File: config.mk
export PLATFORM = sky130hd
export DESIGN_NAME = wptr_full_handler
export DESIGN_NICKNAME = d
export VERILOG_FILES = /design/src/rtl/wptr_full_handler.sv
export SDC_FILE = /design/constraint.sdc
export NUM_CORES = 1
export LEC_CHECK = 0
export CORE_UTILIZATION = 41
export CTS_CLUSTER_SIZE = 40
export DETAILED_ROUTE_END_ITERATION = 8
export MAX_ROUTING_LAYER = met4
export PLACE_DENSITY = 0.71
export SKIP_LAST_GASP = 1
export SYNTH_ARGS = -nofsm -noshare
export SYNTH_HDL_FRONTEND = slang
export SYNTH_SLANG_ARGS = --single-unit
File: constraint.sdc
create_clock -name wclk -period 2.8 [get_ports wclk]
set_input_delay 0.56 -clock wclk [delete_from_list [all_inputs] [get_ports wclk]]
set_output_delay 0.56 -clock wclk [all_outputs]
set_load 0.02 [all_outputs]
File: src/rtl/wptr_full_handler.sv
// Write-side pointer and flag logic for an asynchronous FIFO: binary/Gray write
// pointers, read-pointer synchronizer, full/almost_full, occupancy and sticky overflow.
module wptr_full_handler #(
   parameter int PTR_WIDTH = 3,
   parameter int AF_LEVEL  = 6
) (
   input  logic                 wclk,
   input  logic                 wrst,
   input  logic                 w_en,
   input  logic [PTR_WIDTH:0]   g_rptr,
   output logic [PTR_WIDTH:0]   b_wptr,
   output logic [PTR_WIDTH:0]   g_wptr,
   output logic                 full,
   output logic                 almost_full,
   output logic [PTR_WIDTH:0]   wr_count,
   output logic                 overflow
);

   localparam logic [PTR_WIDTH:0] AF_THR = (PTR_WIDTH+1)'(AF_LEVEL);

   logic [PTR_WIDTH:0] g_rptr_s1;
   logic [PTR_WIDTH:0] g_rptr_s;
   logic [PTR_WIDTH:0] b_rptr_s;
   logic [PTR_WIDTH:0] b_wptr_nx;
   logic [PTR_WIDTH:0] g_wptr_nx;
   logic [PTR_WIDTH:0] full_ref;
   logic [PTR_WIDTH:0] occ_nx;
   logic               accept;

   function automatic logic [PTR_WIDTH:0] gray2bin(input logic [PTR_WIDTH:0] g);
      logic [PTR_WIDTH:0] b;
      b[PTR_WIDTH] = g[PTR_WIDTH];
      for (int i = PTR_WIDTH - 1; i >= 0; i--) begin
         b[i] = b[i+1] ^ g[i];
      end
      return b;
   endfunction

   always_comb begin
      accept    = w_en & ~full;
      b_wptr_nx = b_wptr + {{PTR_WIDTH{1'b0}}, accept};
      g_wptr_nx = b_wptr_nx ^ (b_wptr_nx >> 1);
      b_rptr_s  = gray2bin(g_rptr_s);
      // Writer is a full lap ahead when the top two Gray bits differ and the rest match.
      full_ref  = {~g_rptr_s[PTR_WIDTH:PTR_WIDTH-1], g_rptr_s[PTR_WIDTH-2:0]};
      occ_nx    = b_wptr_nx - b_rptr_s;
   end

   always_ff @(posedge wclk) begin
      if (wrst) begin
         g_rptr_s1   <= '0;
         g_rptr_s    <= '0;
         b_wptr      <= '0;
         g_wptr      <= '0;
         full        <= 1'b0;
         almost_full <= 1'b0;
         wr_count    <= '0;
         overflow    <= 1'b0;
      end else begin
         g_rptr_s1   <= g_rptr;
         g_rptr_s    <= g_rptr_s1;
         b_wptr      <= b_wptr_nx;
         g_wptr      <= g_wptr_nx;
         full        <= (g_wptr_nx == full_ref);
         almost_full <= (occ_nx >= AF_THR);
         wr_count    <= occ_nx;
         if (w_en && full) begin
            overflow <= 1'b1;
         end
      end
   end

endmodule

Word-level counts from Yosys, hierarchy flattened
Index checks and enable logic that the tools add are counted.

storage, ports and cells
  flip-flop bits (word level) = 23
  input port bits = 7

cells by class
  eq/ne operators = 1
  bitwise logic cells = 7
  add/subtract/negate cells = 2
  $lt $le $gt $ge = 1
  reduce and logical (&&, ||, !) cells = 1

operators by type and width
  cell                                                  count
  adder 4 x 1 -> 4 bit                                  1
  equality test 4 bit                                   1
  >= comparator 4 x 3 -> 1 bit (second input constant)  1
  subtractor 4 bit                                      1
  XOR 4 x 3 -> 4 bit                                    1
  XOR 1 bit                                             3
  inverter 2 bit                                        1
  AND 1 bit                                             1
  logical AND 1 bit                                     1
  inverter 1 bit                                        1

Longest topological paths before layout
Gate-level depths: netlist of run 1.

  depth in word-level cells = 5
  depth in mapped cells = 8
  mapped depth without buffers = 8

Worst setup path after synthesis of run 1
Ideal clock, no wire load.

  kind = input to register
  from = input w_en
  to = register almost_full
  data arrival time = 2.268 ns
  buffers on the path = 0
  stages on the path = 8
  required time = 2.705 ns
  library setup time = 0.095 ns
  setup slack = 0.437 ns
  cell sequence = nor2b_1 ha_1 ha_1 ha_1 nor2b_1 o21a_1 or4_4 o311ai_1

between the ends
  longest elaborated chain between the ends = 4

RTL lines
  what                          RTL line  RTL
  start: declaration            9         input logic w_en,
  AND 1 bit                     40        accept = w_en & ~full;
  adder 4 x 1 -> 4 bit          41        b_wptr_nx = b_wptr + {{PTR_WIDTH{1'b0}}, accept};
  net b_wptr_nx[1]              24        logic [PTR_WIDTH:0] b_wptr_nx;
  subtractor 4 bit              46        occ_nx = b_wptr_nx - b_rptr_s;
  >= comparator 4 x 3 -> 1 bit  65        almost_full <= (occ_nx >= AF_THR);
  end signal: assignment        65
  end: declaration              14        output logic almost_full,

The timed path passes the listed nets, and every way through them passes these cells.
A chain may end at the register's enable or synchronous reset.

Final worst setup path of run 1
Ends and elaborated chain as after synthesis.

==> flow_summary.toml, run 1 <==
[run_status]
status = "complete, no violations"

[power]
switching_power_mw = 0.195
leakage_nw = 0.505
powerDensity_mw_per_mm2 = 660
clkPwrFrac = 0.310
seqPwrFrac = 0.452
vdd.ir_drop.worst_v = 0.000367
internal_power_mw = 0.582
sw_frac_of_total = 0.250
combPwrFrac = 0.238

[grt]
antenna_found_initial = 0
grt-ovfl-total = 0
grt_pass1_wl_um = 2260
grtUsageTotal = 0.151
grt_pass1_vias = 542
grt_max_degree = 15

[setup_path]
start_kind = "input pin"
r2r_cells = 8
cpPeakStageDelay_ps = 460
r2r_end = "almost_full"
path_cells = "clkdlybuf4s50_1, nor2b_1, ha_1, ha_1, ha_1, nor2b_1, o21a_1, or4_4, o311ai_1"
cp_common_cell = "ha_1"
worstSetupPathType = "in2reg"
crit_fanout = 3
timing.rr.start = "full"
cp.arrival_ps = 2760
crit_start = "w_en"
rrSetupSlack_ps = 650
slowest_stage = "clkdlybuf4s50_1"
cp-end-kind = "flop"
cp.required_ps = 3030

[routing]
dr_total_vias = 584
drtPass1Iterations = 4
antenna_left = 0
drcViolationCount = 0
drtIter0Drc = 3
vias_per_cell = 4.39
wl_per_cell_um = 10.2
totalWireLength_um = 1360

[synth]
netlist.area_leader.share = 0.508
syn_area_per_cell_um2 = 10.8
syn_area_um2 = 867
synth_warnings = 0
synthTopCellsByArea = "dfxtp_1 51%, ha_1 7.2%, nor2b_1 7.2%"
synthArstFlopShare = 0
yosysUniqueCellTypes = 22
ys_ff_latch = 22
synth_enable_flop_cells = 0
ys_top_cells_by_count = "22 x dfxtp_1, 11 x nor2_1, 10 x nor2b_1"
yosys.cell_count.top_type = "dfxtp_1"
synthFlopType = "dfxtp_1"
syn_inst = 80
yosysSeqAreaShare = 0.508
synth.net_count = 93
synth.largest_area_cell = "dfxtp_1"

[timing]
maxSlewHeadroom = 0.774
finalCriticalPeriod_ps = 2540
fin_hold_ws_ps = 450
grt_setup_unrepaired = "no"
setup_ws_ps = 261
finClkSkew_ps = 2.03
tns_ps = 0
tightest_slew_ps = 338
period_share = 0.907
hold_viol = 0
setup_viol = 0
fmax_mhz = 394
slew_viol_final = 0

[layout]
final_core_util = 0.594
layout.nets = 120
antenna_cells = 0
drive_gt1_frac = 0.0943
final_cells = 133
multiInputGateArea_um2 = 395
syn2layout_area_growth_pct = 35.8
seq_area_um2 = 440
nFillCells = 176

[place]
dp_cells = 129
gp_congestion = 0.766
hpwlAfterDp_um = 1100
portBuffers = 21
pre_cts_ws_ps = -68.1

[die]
core-area_mm2 = 0.00198
chipWidth_um = 48.0
die_h_um = 48.0
start_util = 0.438
die_area_mm2 = 0.00230
rows = 16
ioPinCount = 22

[cts]
clock-sinks = 22
cts_resized = 0
htreeDepth = 1
tritoncts = "done"
clock_path_buffers = 2
cts_made_buffers = 3
clkSlewWorstSetupHoldPaths_ps = 120
postCtsHoldBufs = 0
clock-root-buffer = "clkbuf_4"
cts_setup_buffers = 0
clock_latency_ps = 310

[worst_hold_path]
hold_path.class = "reg2reg"
hp-start = "g_rptr_s1[1]"
holdPathEnd = "g_rptr_s[1]"
hold_path_depth = 1

[job]
cap_violations = 0
cell usage in the layout, fill, tap and decap left out, drive strengths merged:
cell	Yosys	final
xnor3	1	1
a21oi	1	1
ha	5	5
buf	3	4
clkdlybuf4s50	0	21
bufinv	0	1
and2	1	1
o211ai	1	1
or4	1	1
and4	1	1
o311ai	1	1
clkbuf	0	3
nor2b	10	10
xnor2	7	7
o21a	1	1
xor2	6	6
fa	1	1
nor2	11	11
nand3	1	1
a21boi	1	1
nand2	1	1
inv	4	4
dfxtp	22	22
worst max path at each step:
stage             endpoint  cells past startpoint  slack (ps)
5_1_grt        almost_full                      9         160
3_3_place_gp   almost_full                      9          10
6_report       almost_full                      9         260
2_1_floorplan  almost_full                      8         440
3_5_place_dp   almost_full                      9         -70
4_1_cts        almost_full                      9         240
cell type report:
| type | count | share of cell area |
|---|---|---|
| tap | 27 | 0.0287 |
| sequential | 22 | 0.374 |
| clock inverter | 1 | 0.0255 |
| multi-input combinational | 51 | 0.336 |
| inverter | 4 | 0.0128 |
| timing repair buffer | 25 | 0.204 |
| clock buffer | 3 | 0.0191 |
power groups by stage:
| stage | clock (mW) | combinational, mW | sequential, mW |
|---|---|---|---|
| floorplan | 0 | 0.0809 | 0.388 |
| global placement | 0 | 0.183 | 0.358 |
| detailed placement | 0 | 0.187 | 0.359 |
| CTS | 0.245 | 0.188 | 0.352 |
| global route | 0.254 | 0.204 | 0.355 |
| finish | 0.241 | 0.185 | 0.351 |
routing by layer:
layer / vias up / global-route usage / wire length (um)
met5: - / - / 0
met4: 0 / 0.0667 / 27
met3: 4 / 0.0453 / 42
met2: 14 / 0.243 / 689
met1: 260 / 0.173 / 597
li1: 306 / - / -
flip-flops by register name, summed over array words and instances (netlist names):
signal and flops:
almost_full 1, g_rptr_s1 4, g_rptr_s 4, overflow 1
g_wptr 3, full 1, wr_count 4, b_wptr 4
through the flow:
| step | area [um2] | power [mW] |
|---|---|---|
| 2_1_floorplan | 867 | 0.469 |
| 3_3_place_gp | 1120 | 0.540 |
| 3_5_place_dp | 1120 | 0.546 |
| 4_1_cts | 1180 | 0.785 |
| 5_1_grt | 1180 | 0.813 |
| 6_report | 1180 | 0.777 |
worst max-delay path: cells and delay by family:
family	cells	cell delay [ps]
simple gates	3	700
buf+inv	1	460
compound gates	2	270
fa+ha+maj	3	780
cells by family (layout without fill, tap and decap cells):
kind of cell / after synthesis / in the layout / synth area share
adders and majority gates: 6 / 6 / 0.0952
DFF: 22 / 22 / 0.508
and+or+nand+nor: 26 / 26 / 0.162
buffers and inverters: 7 / 33 / 0.0361
AOI/OAI and AO/OA: 5 / 5 / 0.0419
xor gates and xnor gates: 14 / 14 / 0.157
Note: power is estimated with default switching activity, not from simulation.
==> inputs of run 2 (changes only) <==
--- a/config.mk
+++ b/config.mk
@@ -5,6 +5,7 @@
 export SDC_FILE = /design/constraint.sdc
 export NUM_CORES = 1
 export LEC_CHECK = 0
+export ABC_CLOCK_PERIOD_IN_PS = 2800
 export CORE_UTILIZATION = 41
 export CTS_CLUSTER_SIZE = 40
 export DETAILED_ROUTE_END_ITERATION = 8
==> results of run 2 <==
Same layout as run 1: the final DEF is identical, and so are final timing and power.
==> inputs of run 3 (changes only) <==
--- a/config.mk
+++ b/config.mk
@@ -11,6 +11,7 @@
 export DETAILED_ROUTE_END_ITERATION = 8
 export MAX_ROUTING_LAYER = met4
 export PLACE_DENSITY = 0.71
+export SKIP_CTS_REPAIR_TIMING = 1
 export SKIP_LAST_GASP = 1
 export SYNTH_ARGS = -nofsm -noshare
 export SYNTH_HDL_FRONTEND = slang
==> results of run 3 <==
Same layout as run 1: the final DEF is identical, and so are final timing and power.
